**src/rtl/mux_arb2.sv**
```systemverilog
// Two-port round-robin arbiter with registered output mux.
// Define ARB_BURST_LIMIT_EN to cap each ownership at MAX_BURST transfers while the other port waits.
module mux_arb2 #(
  parameter int WIDTH     = 8,
  parameter int MAX_BURST = 4
) (
  input  logic             clk,
  input  logic             rst,
  input  logic             req0,
  input  logic             req1,
  input  logic [WIDTH-1:0] in0,
  input  logic [WIDTH-1:0] in1,
  output logic             gnt0,
  output logic             gnt1,
  output logic             s0,
  output logic             out_valid,
  output logic [WIDTH-1:0] out,
  output logic             busy
);

  typedef enum logic [1:0] {IDLE, OWN0, OWN1} state_t;

  state_t           state_reg, state_next;
  logic             ptr_reg, ptr_next;
  logic             out_valid_reg;
  logic [WIDTH-1:0] out_reg;
  logic             xfer;
  logic             burst_done;

  generate
    if (MAX_BURST < 1) begin : g_bad_max_burst
      $error("mux_arb2: MAX_BURST must be at least 1");
    end
  endgenerate

  assign gnt0      = (state_reg == OWN0);
  assign gnt1      = (state_reg == OWN1);
  assign s0        = (state_reg == OWN1);
  assign busy      = gnt0 | gnt1;
  assign out_valid = out_valid_reg;
  assign out       = out_reg;
  assign xfer      = (gnt0 & req0) | (gnt1 & req1);

`ifdef ARB_BURST_LIMIT_EN
  localparam int             CW      = (MAX_BURST > 1) ? $clog2(MAX_BURST) : 1;
  localparam logic [CW-1:0]  CNT_MAX = CW'(MAX_BURST - 1);

  logic [CW-1:0] cnt_reg, cnt_next;

  assign burst_done = (cnt_reg == CNT_MAX);

  // Clear on entering an owner state, then count transfers up to the cap.
  always_comb begin
    cnt_next = cnt_reg;
    if ((state_next != state_reg) && (state_next != IDLE)) begin
      cnt_next = '0;
    end else if (xfer && (cnt_reg != CNT_MAX)) begin
      cnt_next = cnt_reg + 1'b1;
    end
  end

  always_ff @(posedge clk) begin
    if (rst) begin
      cnt_reg <= '0;
    end else begin
      cnt_reg <= cnt_next;
    end
  end
`else
  assign burst_done = 1'b0;
`endif

  always_comb begin
    state_next = state_reg;
    ptr_next   = ptr_reg;
    case (state_reg)
      IDLE: begin
        if (req0 && req1) begin
          state_next = ptr_reg ? OWN1 : OWN0;
        end else if (req0) begin
          state_next = OWN0;
        end else if (req1) begin
          state_next = OWN1;
        end
      end
      OWN0: begin
        // Hand over directly when the owner drops or its burst is used up.
        if (req0 && !(burst_done && req1)) begin
          state_next = OWN0;
        end else if (req1) begin
          state_next = OWN1;
        end else begin
          state_next = IDLE;
        end
      end
      OWN1: begin
        if (req1 && !(burst_done && req0)) begin
          state_next = OWN1;
        end else if (req0) begin
          state_next = OWN0;
        end else begin
          state_next = IDLE;
        end
      end
      default: state_next = IDLE;
    endcase

    if ((state_reg == OWN0) && (state_next != OWN0)) begin
      ptr_next = 1'b1;
    end else if ((state_reg == OWN1) && (state_next != OWN1)) begin
      ptr_next = 1'b0;
    end
  end

  always_ff @(posedge clk) begin
    if (rst) begin
      state_reg     <= IDLE;
      ptr_reg       <= 1'b0;
      out_valid_reg <= 1'b0;
      out_reg       <= '0;
    end else begin
      state_reg     <= state_next;
      ptr_reg       <= ptr_next;
      out_valid_reg <= xfer;
      if (xfer) begin
        out_reg <= s0 ? in1 : in0;
      end
    end
  end

endmodule
```
**config.mk**
```make
export PLATFORM = sky130hd
export DESIGN_NAME = mux_arb2
export DESIGN_NICKNAME = d
export VERILOG_FILES = /design/src/rtl/mux_arb2.sv
export SDC_FILE = /design/constraint.sdc
export NUM_CORES = 1
export LEC_CHECK = 0
export BUFFER_PORTS_ARGS = -buffer_cell sky130_fd_sc_hd__buf_2
export CAP_MARGIN = 20
export CORE_UTILIZATION = 26
export CTS_BUF_LIST = sky130_fd_sc_hd__clkbuf_16
export CTS_CLUSTER_DIAMETER = 100
export DETAILED_ROUTE_END_ITERATION = 8
export GPL_ROUTABILITY_DRIVEN = 0
export REMOVE_ABC_BUFFERS = 1
export SLEW_MARGIN = 20
export SYNTH_ARGS = -nofsm -noshare
export SYNTH_HDL_FRONTEND = slang
export SYNTH_SLANG_ARGS = --single-unit
```
**constraint.sdc**
```tcl
create_clock -name clk -period 4 [get_ports clk]
set_input_delay 0.6 -clock clk [delete_from_list [all_inputs] [get_ports clk]]
set_output_delay 0.6 -clock clk [all_outputs]
set_load 0.01 [all_outputs]
```
==> reports/qor.txt, run 1 <==
Synth Register Bits: 12
Sequential area share after synthesis: 0.342
CP Capture Point: out[0]
H-tree levels: 1
Final Hold Fails: 0
Post-synthesis cell area: 702 um^2
Crit-path slowest cell: a22o_1
Final period util: 0.535
Peak Freq: 467 MHz
Slew HR: 0.537
Pre-CTS WS: 1.82 ns
DP HPWL: 1120 um
Crit-path max FO: 17
Required @ worst endpoint: 4.16 ns
Core Rows: 18
Yosys warnings: 0
Max-cap check violation count: 0
Initial DRC Count: 2
Simple-Gate Fraction of Synth Area: 0.157
Clk_skew: 0.00216 ns
Post-synthesis xor/xnor area fraction: 0
DRT Pass-1 Iters: 2
Clock tree from TritonCTS: built
Final setup fails: 0
Worst-Skew Late Latency: 0.24 ns
Fin crit period: 2.14 ns
Final layout net count: 125
Post-CTS setup buffers: 0
Core box area: 2520 um^2
Clk buf depth: 2
Root buf cell: clkbuf_16
Setup TNS Final: 0 ns
Clock transition at the registers of the reported paths: 0.04 ns
Worst reg-to-reg setup slack: 1.86 ns
Setup crit end kind: register
Via count of the first global-routing pass: 524
Die W: 54.0 um
Mux cell area share after synthesis: 0.114
Min Hold Slack: 0.530 ns
Worst r2r src: state_reg[0]
# diodes: 0
Crit path launch type: register
CTS Hold Bufs: 0
Cells on worst reg2reg path: 5
Via Count: 597
Initial Utilization: 0.278
Tot GR Track Use: 0.119
Leakage: 0.000421 uW
GR Util met1: 0.136
Clock sinks: 12
Synth Area per Inst: 10.3 um^2
Max FFs per register: 8
Critical Path AT: 2.30 ns
Post-CTS Resized: 0
Most Crowded Layer GR: met2
Largest net degree at the start of global routing: 18
Adder-cell share of the synthesized area: 0.0891
Max stage delay on crit path: 0.71 ns
Critical path class: register to register
Antenna violations before repair: 0
Post-Route WL: 1520 um
Largest family of logic cells by synthesized area: compound AO/OA/AOI/OAI gates
GR Overflow Total: 0
CP startpoint: state_reg[0]
M3 GR Usage: 0.0480
Cell Chain, Critical Path: inv_1 -> ha_1 -> a22o_1 -> nor2_1 -> a211oi_2
Yosys top cell area share: 0.342
Max IR drop VDD: 0.330 mV
Via/cell ratio: 4.63
Number of routed nets with antenna violations: 0
Hold Crit Class: register to register
Ports: 33
Reg2reg end: out[0]
Post-synth top area cell: dfxtp_1
Synth area leaders: dfxtp_1, a211oi_2, mux2i_1, ha_1, nor2_1
Post-synth cell types: 25
Tot Pwr: 465 uW
Syn Inst Count: 68
Drt drc: 0
Share of layout cells above drive strength 1: 0.475
Area grow syn2layout: 34.0%
Global-route wire length before repair: 2320 um
RSZ-0062 raised after global routing: no
Die Footprint: 2910 um^2
Final Slew Violations: 0
CTS Buf Count: 3
WL/cell: 11.8 um
Grt met2 use: 0.179
Worst Tran Pin Value: 0.694 ns
PnR worst setup slack: 1.86 ns
Die height: 54.0 um
Compound-Gate Fraction of Synth Area: 0.234
PortBufs: 32
Status: finished clean
Pwr Density: 494 nW/um^2
routing by layer:
layer / routed length [um] / vias to the layer above
met5: 0 / -
li1: - / 305
met1: 718 / 263
met3: 103 / 4
met2: 660 / 25
met4: 38 / 0
cell usage after synthesis:
master	count
ha_1	5
dfxtp_1	12
nor2b_1	2
a21oi_2	1
nand2b_1	2
a211oi_2	8
mux2i_1	8
nand2_1	1
clkbuf_1	1
o21ai_1	1
nand3_2	1
nor3_1	1
nand3b_1	1
a31oi_1	1
nor3b_1	1
o22ai_2	1
nor2_1	10
a21bo_1	1
buf_6	1
inv_1	2
nand3_1	1
a22o_1	1
nand4b_1	1
buf_4	3
o31ai_2	1
worst min path at each step:
stage	start	to	slack, ns	cells past startpoint
6_report	out[7]	out[7]	0.53	2
5_1_grt	out[6]	out[6]	0.54	2
4_1_cts	out[7]	out[7]	0.53	2
3_5_place_dp	out[0]	out[0]	0.52	2
3_3_place_gp	out[3]	out[3]	0.52	2
2_1_floorplan	ptr_reg	ptr_reg	0.48	2
report_power, final:
part	leakage [uW]	switching (uW)	internal, uW	total [uW]
registers	0.0000984	11.4	137	149
logic	0.000284	74.7	60.9	136
clock network	0.0000385	49.7	131	181
logic make-up after synthesis:
group,Yosys count
AO/OA/AOI/OAI,15
adder cells (fa/ha/maj),5
buffers and inverters,7
flip-flops,12
multiplexers,8
AND/OR/NAND/NOR,21
stage by stage:
stage	cell area, um^2	std cells	utilization
floorplan	664	63	-
global placement	862	125	0.342
detailed placement	862	125	0.342
CTS	941	129	0.373
global route	941	129	0.373
finish	941	129	0.373
cells in the final DEF (no fill, tap or decap), drive strengths merged:
cell     n
nor2b    2
a22o     1
dfxtp   12
o22ai    1
nor3b    1
nand4b   1
mux2i    8
nand3    2
a31oi    1
nand2    1
a211oi   8
nor3     1
buf     32
a21bo    1
inv      2
a21oi    1
clkbuf   3
ha       5
o31ai    1
nand3b   1
nor2    10
nand2b   2
o21ai    1
clkinv   1
worst max-delay path: cells and delay by family, from the launching register on:
kind	cells	cell delay, ns
AOI/OAI and AO/OA	2	0.92
adders and majority gates	1	0.59
DFF	1	0.35
and+or+nand+nor	1	0.11
buffers and inverters	1	0.09
area by class of cell:
class	count	area, um^2
well taps	30	37.5
clock buffers	3	75.1
fillers	271	1580
flip-flops and latches	12	240
inverters	2	7.51
repair buffers	32	160
clock inverters	1	3.75
multi-input cells	49	417
(Power assumes the default switching activity.)
==> run 2: changes to the inputs <==
Clock period 4 ns to 2 ns, I/O delays scaled along.
==> reports/qor.txt, run 2 (synthesized netlist as in run 1, its figures left out) <==
Status: finished clean
Clk_skew: 0.00113 ns
Die W: 54.0 um
Cell area after layout: 948 um^2
Die Footprint: 2910 um^2
RSZ-0062 raised after global routing: no
Slew HR: 0.539
Worst-Skew Late Latency: 0.24 ns
Crit-path slowest cell: a22o_1
Clock sinks: 12
Final period util: 0.824
Setup crit end kind: register
GR Overflow Total: 0
# diodes: 0
Via/cell ratio: 4.58
Pwr Density: 981 nW/um^2
PortBufs: 32
Worst r2r src: state_reg[0]
Share of layout cells above drive strength 1: 0.480
Hold Path Depth: 2
Required @ worst endpoint: 2.16 ns
Max-cap check violation count: 0
Clock tree from TritonCTS: built
Filler Cells Inserted: 270
Fin crit period: 1.65 ns
DP HPWL: 1080 um
Worst reg-to-reg setup slack: 0.35 ns
Peak Freq: 607 MHz
WP buf/inv: 1
Root buf cell: clkbuf_16
Area grow syn2layout: 35.1%
Core box area: 2520 um^2
Ports: 33
H-tree levels: 1
Die height: 54.0 um
Final setup fails: 0
Initial Utilization: 0.278
Clk buf depth: 2
Reg2reg end: out[7]
Placed Cells: 126
Hold Crit Class: input pin to register
Via count of the first global-routing pass: 484
Drt drc: 0
Post-CTS setup buffers: 0
Cell Chain, Critical Path: inv_1 -> ha_1 -> a22o_1 -> nor2_1 -> a211oi_2
Final Slew Violations: 0
DRT Pass-1 Iters: 4
WL/cell: 11.0 um
Worst Hold End: out_valid
Tot GR Track Use: 0.106
Antenna violations before repair: 0
Post-Route WL: 1430 um
Cells on worst reg2reg path: 5
Final Hold Fails: 0
Pre-CTS WS: 0.319 ns
Via Count: 596
Max stage delay on crit path: 0.61 ns
Number of routed nets with antenna violations: 0
Area after DPL: 870 um^2
Post-Layout Cell Count: 130
Clock transition at the registers of the reported paths: 0.04 ns
Crit-path max FO: 17
Worst Tran Pin Value: 0.692 ns
Most used cells in the layout excluding fill and tap cells: buf_2, dfxtp_1, nor2_1, mux2i_1, a211oi_2
Leakage: 0.000426 uW
Final layout net count: 126
CTS Hold Bufs: 0
Post-CTS Resized: 0
Largest delay share family, worst path: compound AO/OA/AOI/OAI gates
Largest net degree at the start of global routing: 18
Initial DRC Count: 3
Stages on the worst setup path: 5
Critical Path AT: 1.81 ns
Most common cell after layout, fill and taps aside: buf_2
Core Rows: 18
Crit path launch type: register
Global-route wire length before repair: 2150 um
CTS Buf Count: 3
PnR worst setup slack: 0.352 ns
Max IR drop VDD: 0.595 mV
Critical path class: register to register
Hold_sp: rst
Setup TNS Final: 0 ns
Max FFs per register: 8
==> run 2: layer usage <==
metal  vias to the layer above  track usage  share of wire
li1                        306            -              -
met3                         4       0.0395          0.068
met1                       261        0.136           0.48
met4                         0       0.0526          0.018
met2                        25        0.152           0.44
met5                         -            0              0
==> run 2: worst max-delay path by stage <==
| stage | from | end | slack, ns |
|---|---|---|---|
| final | state_reg[0] | out[7] | 0.35 |
| after detailed placement | state_reg[0] | out[7] | 0.32 |
| after floorplan | state_reg[0] | out[0] | 0.06 |
| after global routing | state_reg[0] | out[3] | 0.18 |
| after CTS | state_reg[0] | out[7] | 0.31 |
| after global placement | state_reg[0] | out[1] | 0.39 |
==> run 2: stage by stage <==
step / total power [uW] / util / hold slack (ns)
after floorplan: 484 / - / 0.365
after global placement: 567 / 0.345 / 0.517
after detailed placement: 576 / 0.345 / 0.523
after CTS: 943 / 0.376 / 0.438
after global routing: 982 / 0.376 / 0.444
final: 931 / 0.376 / 0.431
==> run 2: layout make-up <==
cell class	instances	area [um^2]	area share
Sequential cell	12	240	0.253
Clock buffer	3	75.1	0.0792
Inverter	2	7.51	0.00792
Clock inverter	1	3.75	0.00396
Tap cell	30	37.5	0.0396
Multi-Input combinational cell	49	417	0.439
Timing Repair Buffer	33	168	0.177
==> run 2: power by group <==
group	switching, uW	leakage [uW]	total (uW)	internal (uW)
Combinational	149	0.000289	273	124
Clock	99.5	0.0000385	362	263
Sequential	21.3	0.0000984	295	274
==> run 3: changes to the inputs <==
Clock period 2 ns to 1.34 ns, I/O delays scaled along.
==> reports/qor.txt, run 3 (synthesized netlist as in run 1, its figures left out) <==
Status: finished, violations left
Failing checks: negative setup slack
Most common cell after layout, fill and taps aside: buf_2
WL/cell: 12.8 um
Leakage: 0.000524 uW
Largest net degree at the start of global routing: 18
Tot GR Track Use: 0.123
CTS Buf Count: 3
Critical Path AT: 1.57 ns
Die W: 54.0 um
Cell Chain, Critical Path: inv_4 -> ha_4 -> a21bo_1 -> a21oi_2 -> o22ai_2 -> o31ai_2 -> a31oi_1
Final core occ: 0.478
Post-Route WL: 1790 um
Slew HR: 0.798
Final Hold Fails: 0
Crit-path max FO: 5
FF+latch area: 243 um^2
Max-cap check violation count: 0
Most used cells in the layout excluding fill and tap cells: buf_2, dfxtp_1, a211oi_2, nor2_2, mux2i_2
Max stage delay on crit path: 0.33 ns
Peak Freq: 685 MHz
Die height: 54.0 um
Clock tree from TritonCTS: built
Setup crit end kind: register
Placed Cells: 131
Area grow syn2layout: 71.7%
Crit path launch type: register
Initial DRC Count: 11
# diodes: 0
Fin crit period: 1.46 ns
Clk_skew: 0.00287 ns
DRT Pass-1 Iters: 2
Core box area: 2520 um^2
Max IR drop VDD: 0.812 mV
Post-Layout Cell Count: 140
Final layout net count: 136
RSZ-0062 raised after global routing: yes
Ports: 33
Setup TNS Final: -0.229 ns
PnR worst setup slack: -0.121 ns
Global-route wire length before repair: 2540 um
Final period util: 1.09
Worst-Skew Late Latency: 0.24 ns
Via count of the first global-routing pass: 588
Pwr Density: 1360 nW/um^2
Min Hold Slack: 0.317 ns
Root buf cell: clkbuf_16
Final setup fails: 11
Critical path class: register to register
Antenna violations before repair: 0
Via/cell ratio: 4.65
Share of layout cells above drive strength 1: 0.745
DP HPWL: 1120 um
Area of the multi-input gates: 510 um^2
PortBufs: 32
Max FFs per register: 8
Die Footprint: 2910 um^2
Required @ worst endpoint: 1.45 ns
Drt drc: 0
Clock sinks: 12
Core Rows: 18
Worst Tran Pin Value: 0.302 ns
Clock transition at the registers of the reported paths: 0.04 ns
GR Overflow Total: 0
Number of routed nets with antenna violations: 0
Final Slew Violations: 0
Hold Crit Class: input pin to register
Clk buf depth: 2
Via Count: 651
Tot Pwr: 1640 uW
Crit-path slowest cell: dfxtp_2
Initial Utilization: 0.278
H-tree levels: 1
Filler Cells Inserted: 241
-- run 3: worst max-delay path, delay by kind of cell (launching register included) --
kind,cells,cell delay [ns]
buf+inv,1,0.07
fa+ha+maj,1,0.15
flops,1,0.33
compound gates,5,0.79
-- run 3: metrics by stage --
| step | cell area [um^2] | worst slack [ns] |
|---|---|---|
| 2_1_floorplan | 664 | -0.605 |
| 3_3_place_gp | 920 | -0.106 |
| 4_1_cts | 1090 | -0.0857 |
| 5_1_grt | 1200 | -0.213 |
| 3_5_place_dp | 920 | -0.175 |
| 6_report | 1200 | -0.121 |
-- run 3: area by class of cell --
type                       instances  area share
sequential                        12       0.201
timing repair buffer              43       0.268
inverter                           2      0.0104
clock buffer                       3      0.0623
tap                               30      0.0312
clock inverter                     1     0.00312
multi-input combinational         49       0.424
-- run 3: worst paths after layout --
kind | from | end | slack (ns) | depth (start not counted)
max | state_reg[1] | ptr_reg | -0.12 | 7
min | in1[1] | out[1] | 0.32 | 3
max reg2reg | state_reg[1] | ptr_reg | -0.12 | 7
min reg2reg | out[4] | out[4] | 0.51 | 2
-- run 3: per-layer routing --
metal  share of wire  GRT usage  routed length (um)
met3           0.054     0.0311                  96
met1            0.45      0.153                 799
met2            0.50      0.198                 897
met4               0     0.0526                   0
met5               0          0                   0
-- run 3: repair_timing --
action,4_1_cts,5_1_grt
setup buffers,2,1
pin swaps,1,10
hold buffers,0,0
setup endpoints to repair,12,15
resized for setup,20,13
gates cloned,0,2
-- run 3: where the power goes --
| part | internal, uW | switching, uW | leakage (uW) |
|---|---|---|---|
| clock network | 392 | 150 | 0.0000385 |
| registers | 411 | 41.1 | 0.0000991 |
| logic | 355 | 292 | 0.000386 |
